### src/rtl/prog_loader_pkg.sv
// rtl/prog_loader_pkg.sv - shared encodings and sizes for the program loader
package prog_loader_pkg;

    localparam int DEPTH = 32;
    localparam int AW    = 5;
    localparam int DW    = 8;

    typedef enum logic [1:0] {
        CMD_NOP   = 2'b00,
        CMD_WRITE = 2'b01,
        CMD_READ  = 2'b10,
        CMD_RUN   = 2'b11
    } cmd_e;

    typedef enum logic [1:0] {
        IDLE  = 2'b00,
        LEN   = 2'b01,
        WDATA = 2'b10,
        RDATA = 2'b11
    } state_e;

endpackage

### src/rtl/prog_loader_sync2.sv
// rtl/prog_loader_sync2.sv - two-flop synchroniser for the asynchronous host strobe
module sync2 (
    input  logic clk,
    input  logic rst_n,
    input  logic d_i,
    output logic q_o
);

    logic meta_q;
    logic sync_q;

    // Two back-to-back flops give the first stage time to settle.
    always_ff @(posedge clk or negedge rst_n) begin
        if (!rst_n) begin
            meta_q <= 1'b0;
            sync_q <= 1'b0;
        end else begin
            meta_q <= d_i;
            sync_q <= meta_q;
        end
    end

    assign q_o = sync_q;

endmodule

### src/rtl/prog_loader.sv
// rtl/prog_loader.sv - host byte handshake to CPU memory burst write/read and run/hold control
module prog_loader
    import prog_loader_pkg::*;
(
    input  logic          clk,
    input  logic          rst_n,
    input  logic          host_stb,
    input  logic [DW-1:0] host_data,
    output logic          host_ack,
    output logic [DW-1:0] host_rdata,
    output logic [AW-1:0] mem_addr,
    output logic [DW-1:0] mem_wdata,
    output logic          mem_we,
    input  logic [DW-1:0] mem_rdata,
    output logic          cpu_hold,
    output logic          busy,
    output logic [DW-1:0] chk
);

    logic          stb_s;
    state_e        state_q, state_d;
    logic          dir_rd_q, dir_rd_d;
    logic [AW-1:0] cnt_q, cnt_d;
    logic [AW-1:0] addr_q, addr_d;
    logic [DW-1:0] wdata_q, wdata_d;
    logic [DW-1:0] rdata_q, rdata_d;
    logic          we_q, we_d;
    logic          ack_q, ack_d;
    logic          hold_q, hold_d;
    logic [DW-1:0] chk_q, chk_d;
    logic          accept;
    cmd_e          cmd;

    sync2 u_stb_sync (
        .clk   (clk),
        .rst_n (rst_n),
        .d_i   (host_stb),
        .q_o   (stb_s)
    );

    assign accept = stb_s && !ack_q;
    assign cmd    = cmd_e'(host_data[7:6]);

    // State and datapath registers; CPU is held out of reset until told to run.
    always_ff @(posedge clk or negedge rst_n) begin
        if (!rst_n) begin
            state_q  <= IDLE;
            dir_rd_q <= 1'b0;
            cnt_q    <= '0;
            addr_q   <= '0;
            wdata_q  <= '0;
            rdata_q  <= '0;
            we_q     <= 1'b0;
            ack_q    <= 1'b0;
            hold_q   <= 1'b1;
            chk_q    <= '0;
        end else begin
            state_q  <= state_d;
            dir_rd_q <= dir_rd_d;
            cnt_q    <= cnt_d;
            addr_q   <= addr_d;
            wdata_q  <= wdata_d;
            rdata_q  <= rdata_d;
            we_q     <= we_d;
            ack_q    <= ack_d;
            hold_q   <= hold_d;
            chk_q    <= chk_d;
        end
    end

    // Next-state: one accepted byte per handshake drives the burst machine.
    always_comb begin
        state_d  = state_q;
        dir_rd_d = dir_rd_q;
        cnt_d    = cnt_q;
        addr_d   = addr_q;
        wdata_d  = wdata_q;
        rdata_d  = rdata_q;
        we_d     = 1'b0;
        ack_d    = ack_q;
        hold_d   = hold_q;
        chk_d    = chk_q;

        if (ack_q && !stb_s) begin
            ack_d = 1'b0;
        end

        // Writes advance the address one cycle late so it stays put under the pulse.
        if (we_q) begin
            addr_d = addr_q + 1'b1;
        end

        if (accept) begin
            ack_d = 1'b1;
            case (state_q)
                IDLE: begin
                    case (cmd)
                        CMD_WRITE, CMD_READ: begin
                            hold_d   = 1'b1;
                            addr_d   = host_data[AW-1:0];
                            chk_d    = '0;
                            dir_rd_d = (cmd == CMD_READ);
                            state_d  = LEN;
                        end
                        CMD_RUN: hold_d = 1'b0;
                        default: ;
                    endcase
                end
                LEN: begin
                    cnt_d   = host_data[AW-1:0];
                    state_d = dir_rd_q ? RDATA : WDATA;
                end
                WDATA: begin
                    wdata_d = host_data;
                    we_d    = 1'b1;
                    chk_d   = chk_q ^ host_data;
                    if (cnt_q == '0) state_d = IDLE;
                    else             cnt_d   = cnt_q - 1'b1;
                end
                RDATA: begin
                    rdata_d = mem_rdata;
                    chk_d   = chk_q ^ mem_rdata;
                    addr_d  = addr_q + 1'b1;
                    if (cnt_q == '0) state_d = IDLE;
                    else             cnt_d   = cnt_q - 1'b1;
                end
                default: state_d = IDLE;
            endcase
        end
    end

    assign host_ack   = ack_q;
    assign host_rdata = rdata_q;
    assign mem_addr   = addr_q;
    assign mem_wdata  = wdata_q;
    assign mem_we     = we_q;
    assign cpu_hold   = hold_q;
    assign busy       = (state_q != IDLE);
    assign chk        = chk_q;

endmodule

### config.mk
export PLATFORM = sky130hd
export DESIGN_NAME = prog_loader
export DESIGN_NICKNAME = d
export VERILOG_FILES = /design/src/rtl/prog_loader_pkg.sv /design/src/rtl/prog_loader_sync2.sv /design/src/rtl/prog_loader.sv
export SDC_FILE = /design/constraint.sdc
export NUM_CORES = 1
export LEC_CHECK = 0
export BUFFER_PORTS_ARGS = -buffer_cell sky130_fd_sc_hd__buf_2
export CORE_AREA = 2 2 74 76
export DETAILED_ROUTE_END_ITERATION = 12
export DIE_AREA = 0 0 76 78
export PLACE_DENSITY = 0.73
export SLEW_MARGIN = 20
export SYNTH_ARGS = -nofsm -noshare
export SYNTH_HDL_FRONTEND = slang
export SYNTH_SLANG_ARGS = --single-unit
### constraint.sdc
create_clock -name clk -period 1.8 [get_ports clk]
set_input_delay 0.27 -clock clk [delete_from_list [all_inputs] [get_ports clk]]
set_output_delay 0.27 -clock clk [all_outputs]
set_load 0.01 [all_outputs]
== Yosys cells after proc, flatten, opt, wreduce, memory -nomap -nowiden ==
Cells that the tools add are included.
Operators by class
  add/subtract/negate cells: 2
  reduce and logical (&&, ||, !) cells: 20
  bitwise logic cells: 2
  equal/unequal tests: 9
  multiplexer cells: 17
Operators with widths (count)
  8-bit case mux with 3 select lines: 1
  5-bit 2-to-1 mux: 4
  5-bit case mux with 2 select lines: 2
  8-bit XOR: 2
  3-bit AND reduction: 5
  2-bit equality test, second input constant: 4
  8-bit 2-to-1 mux: 1
  2-bit nonzero test: 4
  2-bit case mux with 3 select lines: 1
  5-bit by 1-bit adder with 5-bit output, second input constant: 1
  5-bit zero test: 1
  1-bit 2-to-1 mux: 5
  5-bit by 1-bit subtractor with 5-bit output, second input constant: 1
  2-bit by 1-bit equality test with 1-bit output, second input constant: 2
  2-bit 2-to-1 mux: 2
  2-bit by 1-bit inequality test with 1-bit output, second input constant: 2
  2-bit AND reduction: 2
  2-bit OR reduction: 2
  3-bit nonzero test: 1
  1-bit logical AND: 2
  1-bit zero test: 2
  2-bit zero test: 1
  2-bit inequality test, second input constant: 1
  1-bit case mux with 2 select lines: 1
Word-level totals
  logic and storage cells: 62
  register bits: 42

== Logic depth before layout (Yosys ltp) ==
Gate-level depths: netlist of run 1.
  depth after elaboration: 5
  depth in mapped cells: 8

== By module ==
A second synthesis of run 1 with hierarchy kept.
Unflattened totals
  cell total of the unflattened synthesis: 204
  area, all modules: 2209.6 µm²
By module, submodules not included
  prog_loader: instances 1, area an instance 2159.6 µm², cells an instance 202
  sync2: instances 1, area an instance 50.0 µm², cells an instance 2

== Worst setup path after synthesis of run 1 ==
OpenSTA, ideal clock, no wires.
  kind: register -> register
  start: register state_q[1]
  end: register chk_q[0], in the netlist chk[0]
  slack: 0.092 ns
  cell stages (with the launch flop): 9
  arrival: 1.580 ns
  data required time: 1.672 ns
  buffers on the path: 2
  path through: dfrtp_1 > inv_1 > ha_1 > buf_2 > or3_4 > buf_6 > nand4_1 > xor2_1 > nor2_1
On the way
  cells in the longest elaborated chain, start to end: 3
  elaborated cells between the ends (all ways): 7
RTL lines
  from (decl): line prog_loader.sv:21  | state_e state_q, state_d;
  from (signal assigned): line prog_loader.sv:58  | state_q <= state_d;
  2-bit equality test or 2-bit zero test (tied branches): line prog_loader.sv:95  | case (state_q)
  3-bit nonzero test (no line) or 2-bit by 1-bit inequality test with 1-bit output (tied branches)
  3-bit AND reduction (no line)
  to (signal assigned): line prog_loader.sv:67  | chk_q <= chk_d;
  to (decl): line prog_loader.sv:30  | logic [DW-1:0] chk_q, chk_d;
Several ways; a longest one is shown, not always the timed one.
A chain may end at the register's enable or synchronous reset.

== Worst setup path in the final report of run 1 ==
  start: register state_q[0]
  end: output port busy
On the way
  cells in the longest elaborated chain, start to end: 1
RTL lines
  2-bit nonzero test: line prog_loader.sv:138  | assign busy = (state_q != IDLE);
  to (decl): line prog_loader.sv:16  | output logic busy,
No other way between the ends.

==> results of run 1 <==
==> power breakdown <==
part	switching [mW]	internal (mW)
Clock	0.327	0.415
Combinational	1.26	1.14
Sequential	0.359	1.40
Total	1.95	2.96
==> final cells by class <==
type / count / area share
inverters: 10 / 0.0136
clock inverters: 1 / 0.0109
flip-flops and latches: 42 / 0.383
repair buffers: 68 / 0.145
clock buffers: 7 / 0.0278
well taps: 70 / 0.0318
multi-input cells: 140 / 0.388
==> what timing repair did <==
action,CTS,global route
endpoints found under the hold margin,20,0
hold buffers,1,0
gates resized for setup,0,6
setup endpoints to repair,0,14
==> critical path: stages, from the launching register on <==
cell and delay (ps):
dfrtp_2 450, inv_1 120, ha_2 230, buf_4 150, inv_1 50, buf_2 130
==> cells by family after synthesis <==
| kind of cell | Yosys count | synth area share |
|---|---|---|
| buffers and inverters | 20 | 0.0464 |
| DFF | 42 | 0.476 |
| xor gates and xnor gates | 13 | 0.0515 |
| AOI/OAI and AO/OA | 40 | 0.114 |
| and+or+nand+nor | 52 | 0.129 |
| muxes | 25 | 0.127 |
| adders and majority gates | 10 | 0.0566 |
==> flip-flops by register name, summed over array words and instances (netlist names) <==
| signal | flops |
|---|---|
| cnt_q | 5 |
| dir_rd_q | 1 |
| host_rdata | 8 |
| u_stb_sync.meta_q | 1 |
| mem_wdata | 8 |
| state_q | 2 |
| host_ack | 1 |
| u_stb_sync.q_o | 1 |
| chk | 8 |
| mem_we | 1 |
| mem_addr | 5 |
| cpu_hold | 1 |
==> synth_stat cells (3+ instances only) <==
cell type and n:
a21oi_1 8, buf_2 4, buf_6 3, dfrtp_1 41, ha_1 10, inv_1 10, mux2_2 23, nand2_1 8
nand3_1 4, nand4_1 10, nor2_1 15, o21ai_0 15, o22ai_1 4, xor2_1 11
==> per-layer routing <==
metal	routed length [um]	share of wire	vias to the layer above	GRT usage
li1	-	-	846	-
met1	2400	0.46	886	0.230
met2	2530	0.48	48	0.321
met5	0	0	-	0
met3	259	0.049	7	0.0442
met4	65	0.012	0	0.0455
==> final timing paths <==
path                                endpoint  slack [ps]  cells past startpoint
max in group asynchronous           cpu_hold         740                      3
max reg2reg                           chk[0]         130                      6
max                                     busy         100                      5
min in group asynchronous      host_rdata[0]         470                      2
min reg2reg                   u_stb_sync.q_o         350                      0
min                        u_stb_sync.meta_q          80                      1
==> per-stage QoR <==
step | power (mW) | instance area (sq um) | hold slack (ps)
after floorplan | 3.29 | 2210 | -25.6
after global placement | 4.05 | 2620 | 280
after detailed placement | 4.14 | 2620 | 281
after CTS | 4.89 | 2740 | 78.5
after global routing | 5.24 | 2750 | 77.3
final | 4.91 | 2750 | 83.7
==> flow_summary.json, run 1 <==
{
  "fin_cells": 338,
  "cap_violations": 0,
  "arrival_ps": 1430,
  "max_freq_mhz": 588,
  "hpwl_um": 3920,
  "rows": 26,
  "grt_pass1_vias": 1775,
  "overflow": 0,
  "final_common_cell": "buf_2",
  "finalCritPeriodShare": 0.944,
  "finalSetupViolations": 0,
  "die_w_um": 76,
  "cts_root_buf": "clkbuf_8",
  "crit_type": "register to output port",
  "grt_pass1_wl_um": 8590,
  "ys_top_cells_by_area": "dfrtp_1 46%, mux2_2 12%, ha_1 5.7%",
  "synth_top_cell_by_area": "dfrtp_1",
  "die_area_sq_um": 5930,
  "pre_cts_ws_ps": 14.6,
  "initial_utilization": 0.438,
  "yosysWarnings": 0,
  "wl_per_cell_um": 15.6,
  "dp_cells": 329,
  "period_needed_ps": 1700,
  "port_buffers": 51,
  "netlist_area_sq_um": 2210,
  "hp-class": "primary input to register",
  "antenna_left": 0,
  "drt_iter0_drc": 120,
  "via_count": 1787,
  "cts_tree": "done",
  "gp_congestion": 0.804,
  "synth_ff_type": "dfrtp_1",
  "drt_wl_total_um": 5260,
  "num-fill-cells": 464,
  "p_leak_nw": 1.28,
  "clk_path_buf_depth": 2,
  "cts_setup_buffers": 0,
  "grt_max_degree": 23,
  "required_ps": 1530,
  "drive_gt1_frac": 0.407,
  "status": "finished, final reports clean",
  "grt.total_usage": 0.184,
  "die_h_um": 78,
  "synth_seq_area_share": 0.476,
  "ys_seq_elements": 42,
  "synth_edf_count": 0,
  "cts_buffers": 5,
  "synthCells": 202,
  "endpoint_kind": "output port",
  "io_pins": 52,
  "r2r_start": "state_q[0]",
  "drc_errors": 0,
  "synth-async-reset-ratio": 1.00,
  "powerDensity_nw_per_um2": 1780,
  "coreArea_sq_um": 5040,
  "clk_pin_slew_worst_paths_ps": 80,
  "insertion_delay_ps": 300,
  "critPathLaunchType": "register",
  "avgSynthCellArea_sq_um": 10.9,
  "antenna_found_initial": 0,
  "timing.final.ws_setup_ps": 100,
  "slew-limit-headroom": 0.647,
  "syn_nets": 231,
  "utilization": 0.545,
  "htreeDepth": 2,
  "hold_start": "host_stb",
  "layout.nets": 296,
  "vdd_drop_max_mv": 0.929,
  "yosysTopAreaCellShare": 0.464,
  "cp-startpoint": "state_q[0]",
  "cts_sinks": 42,
  "final_cell_mix": "51 x buf_2, 40 x dfrtp_1, 23 x mux2_2, 15 x nor2_1, 15 x buf_4",
  "finalClockSkew_ps": 5.68,
  "multi_input_area_sq_um": 1070,
  "syn_to_final_growth_pct": 24.5,
  "rsz0062_at_grt": "no",
  "synth.distinct_cells": 42,
  "path_max_fanout": 5,
  "tightest_slew_ps": 530,
  "num_antenna_cells": 0,
  "maxSlewViolCount": 0,
  "first_pass_iters": 4,
  "vias_per_cell": 5.29,
  "seqCellArea_sq_um": 1050,
  "finalHoldViolations": 0,
  "tns_ps": 0
}
(Power assumes the default switching activity.)
==> run 2: changes to the inputs <==
--- a/config.mk
+++ b/config.mk
@@ -6,10 +6,11 @@
 export NUM_CORES = 1
 export LEC_CHECK = 0
 export BUFFER_PORTS_ARGS = -buffer_cell sky130_fd_sc_hd__buf_2
-export CORE_AREA = 2 2 74 76
+export CORE_AREA = 2 2 67 82
 export DETAILED_ROUTE_END_ITERATION = 12
-export DIE_AREA = 0 0 76 78
-export PLACE_DENSITY = 0.73
+export DIE_AREA = 0 0 69 84
+export GPL_ROUTABILITY_DRIVEN = 0
+export PLACE_DENSITY = 0.74
 export SLEW_MARGIN = 20
 export SYNTH_ARGS = -nofsm -noshare
 export SYNTH_HDL_FRONTEND = slang
==> flow_summary.json, run 2 (synthesis results as in run 1) <==
{
  "status": "finished, final reports clean",
  "p_clk_frac": 0.126,
  "worstRegToRegCells": 6,
  "insertion_delay_ps": 300,
  "antenna_found_initial": 0,
  "drive_gt1_frac": 0.410,
  "overflow": 0,
  "dr_wl_met2_um": 2550,
  "crit_chain": "inv_1 -> ha_2 -> buf_4 -> inv_1 -> buf_2",
  "num-fill-cells": 479,
  "die_area_sq_um": 5800,
  "cts_buffers": 5,
  "cts_sinks": 42,
  "p_leak_nw": 1.27,
  "p_int_mw": 2.81,
  "htreeDepth": 2,
  "clk_pin_slew_worst_paths_ps": 70,
  "first_pass_iters": 4,
  "vias_per_cell": 5.38,
  "finalSetupViolations": 0,
  "slew-limit-headroom": 0.665,
  "place_area_sq_um": 2590,
  "max_freq_mhz": 588,
  "crit_type": "register to output port",
  "final_cell_mix": "51 x buf_2, 40 x dfrtp_1, 23 x mux2_2, 15 x o21ai_0, 15 x nor2_1",
  "combPwrFrac": 0.504,
  "grt_pass1_wl_um": 8410,
  "die_w_um": 69,
  "wl_per_cell_um": 15.5,
  "arrival_ps": 1430,
  "cap_violations": 0,
  "finalClockSkew_ps": 9.13,
  "drc_errors": 0,
  "grt_pass1_vias": 1726,
  "drt_iter0_drc": 131,
  "critPathMaxStageDelay_ps": 420,
  "num_antenna_cells": 0,
  "final_common_cell": "buf_2",
  "rsz0062_at_grt": "no",
  "highest_layer": "met4",
  "port_buffers": 51,
  "path_common_cell": "inv_1",
  "multi_input_area_sq_um": 1070,
  "hpwl_um": 3840,
  "maxSlewViolCount": 0,
  "finalHoldViolations": 0,
  "required_ps": 1530,
  "m1WireLength_um": 2230,
  "die_h_um": 84,
  "via_count": 1766,
  "hp-class": "primary input to register",
  "initial_utilization": 0.435,
  "endpoint_kind": "output port",
  "finalPower_mw": 4.72,
  "syn_to_final_growth_pct": 22.5,
  "cts_tree": "done",
  "antenna_left": 0,
  "seqCellArea_sq_um": 1050,
  "hold-path-cell-count": 1,
  "dr_wl_met3_um": 216,
  "fin_cells": 328,
  "powerDensity_nw_per_um2": 1740,
  "dp_cells": 318,
  "coreArea_sq_um": 5080,
  "grt.total_usage": 0.181,
  "drt_wl_total_um": 5090,
  "path_max_fanout": 5,
  "finalCritPeriodShare": 0.944,
  "clk_path_buf_depth": 2,
  "cp_slowest_cell": "dfrtp_1",
  "p_sw_mw": 1.91,
  "post-route-cell-area_sq_um": 2710,
  "seqPwrFrac": 0.369,
  "vdd_drop_max_mv": 0.935,
  "cts_root_buf": "clkbuf_8",
  "layout.nets": 294,
  "io_pins": 52,
  "critPathLaunchType": "register",
  "period_needed_ps": 1700,
  "tightest_slew_ps": 502,
  "grt_max_degree": 23,
  "sw_frac_of_total": 0.405,
  "rows": 29
}
==> run 2: routing by layer <==
metal | vias up | track usage
met3 | 7 | 0.0386
met5 | - | 0
met1 | 867 | 0.238
met4 | 0 | 0.0677
li1 | 846 | -
met2 | 46 | 0.293
==> run 2: power groups by stage <==
| stage | logic, mW | clock network, mW | registers, mW |
|---|---|---|---|
| 2_1_floorplan | 1.43 | 0 | 1.87 |
| 5_1_grt | 2.63 | 0.662 | 1.81 |
| 6_report | 2.38 | 0.597 | 1.74 |
| 4_1_cts | 2.34 | 0.613 | 1.74 |
| 3_5_place_dp | 2.34 | 0 | 1.75 |
| 3_3_place_gp | 2.27 | 0 | 1.75 |
==> run 2: cell type report <==
cell class | instances | area share
multi-input combinational | 140 | 0.395
sequential | 42 | 0.389
timing repair buffer | 66 | 0.141
tap | 62 | 0.0287
clock buffer | 6 | 0.0268
inverter | 10 | 0.0139
clock inverter | 2 | 0.00508
==> run 2: critical path, delay by kind of cell (launching register included) <==
| family | cells | cell delay (ps) |
|---|---|---|
| flops | 1 | 420 |
| buf+inv | 4 | 480 |
| fa+ha+maj | 1 | 240 |
==> run 2: timing repair <==
action	CTS	global route
gates cloned	0	0
pin swaps	0	1
hold buffers	1	0
setup endpoints to repair	1	8
resized for setup	1	5
hold endpoints to repair	20	0
buffers inserted	0	1
==> run 2: per-stage QoR <==
step | hold WS, ps | TNS [ps] | utilization | setup slack (ps)
finish | 82.1 | 0 | 0.533 | 100
global route | 65.1 | 0 | 0.533 | 26.5
floorplan | -25.6 | 0 | - | 92.1
CTS | 72.7 | 0 | 0.529 | 45.5
detailed placement | 264 | -16.1 | 0.509 | -16.1
global placement | 260 | 0 | 0.509 | 56.1
==> run 2: path summary, 6_finish.rpt <==
check,slack (ps),start,end
min in group asynchronous,460,rst_n,host_rdata[7]
setup / recovery,100,state_q[0],busy
hold reg to reg,360,u_stb_sync.meta_q,u_stb_sync.q_o
setup reg to reg,100,state_q[1],chk[2]
hold / removal,80,host_stb,u_stb_sync.meta_q
max in group asynchronous,770,rst_n,cpu_hold
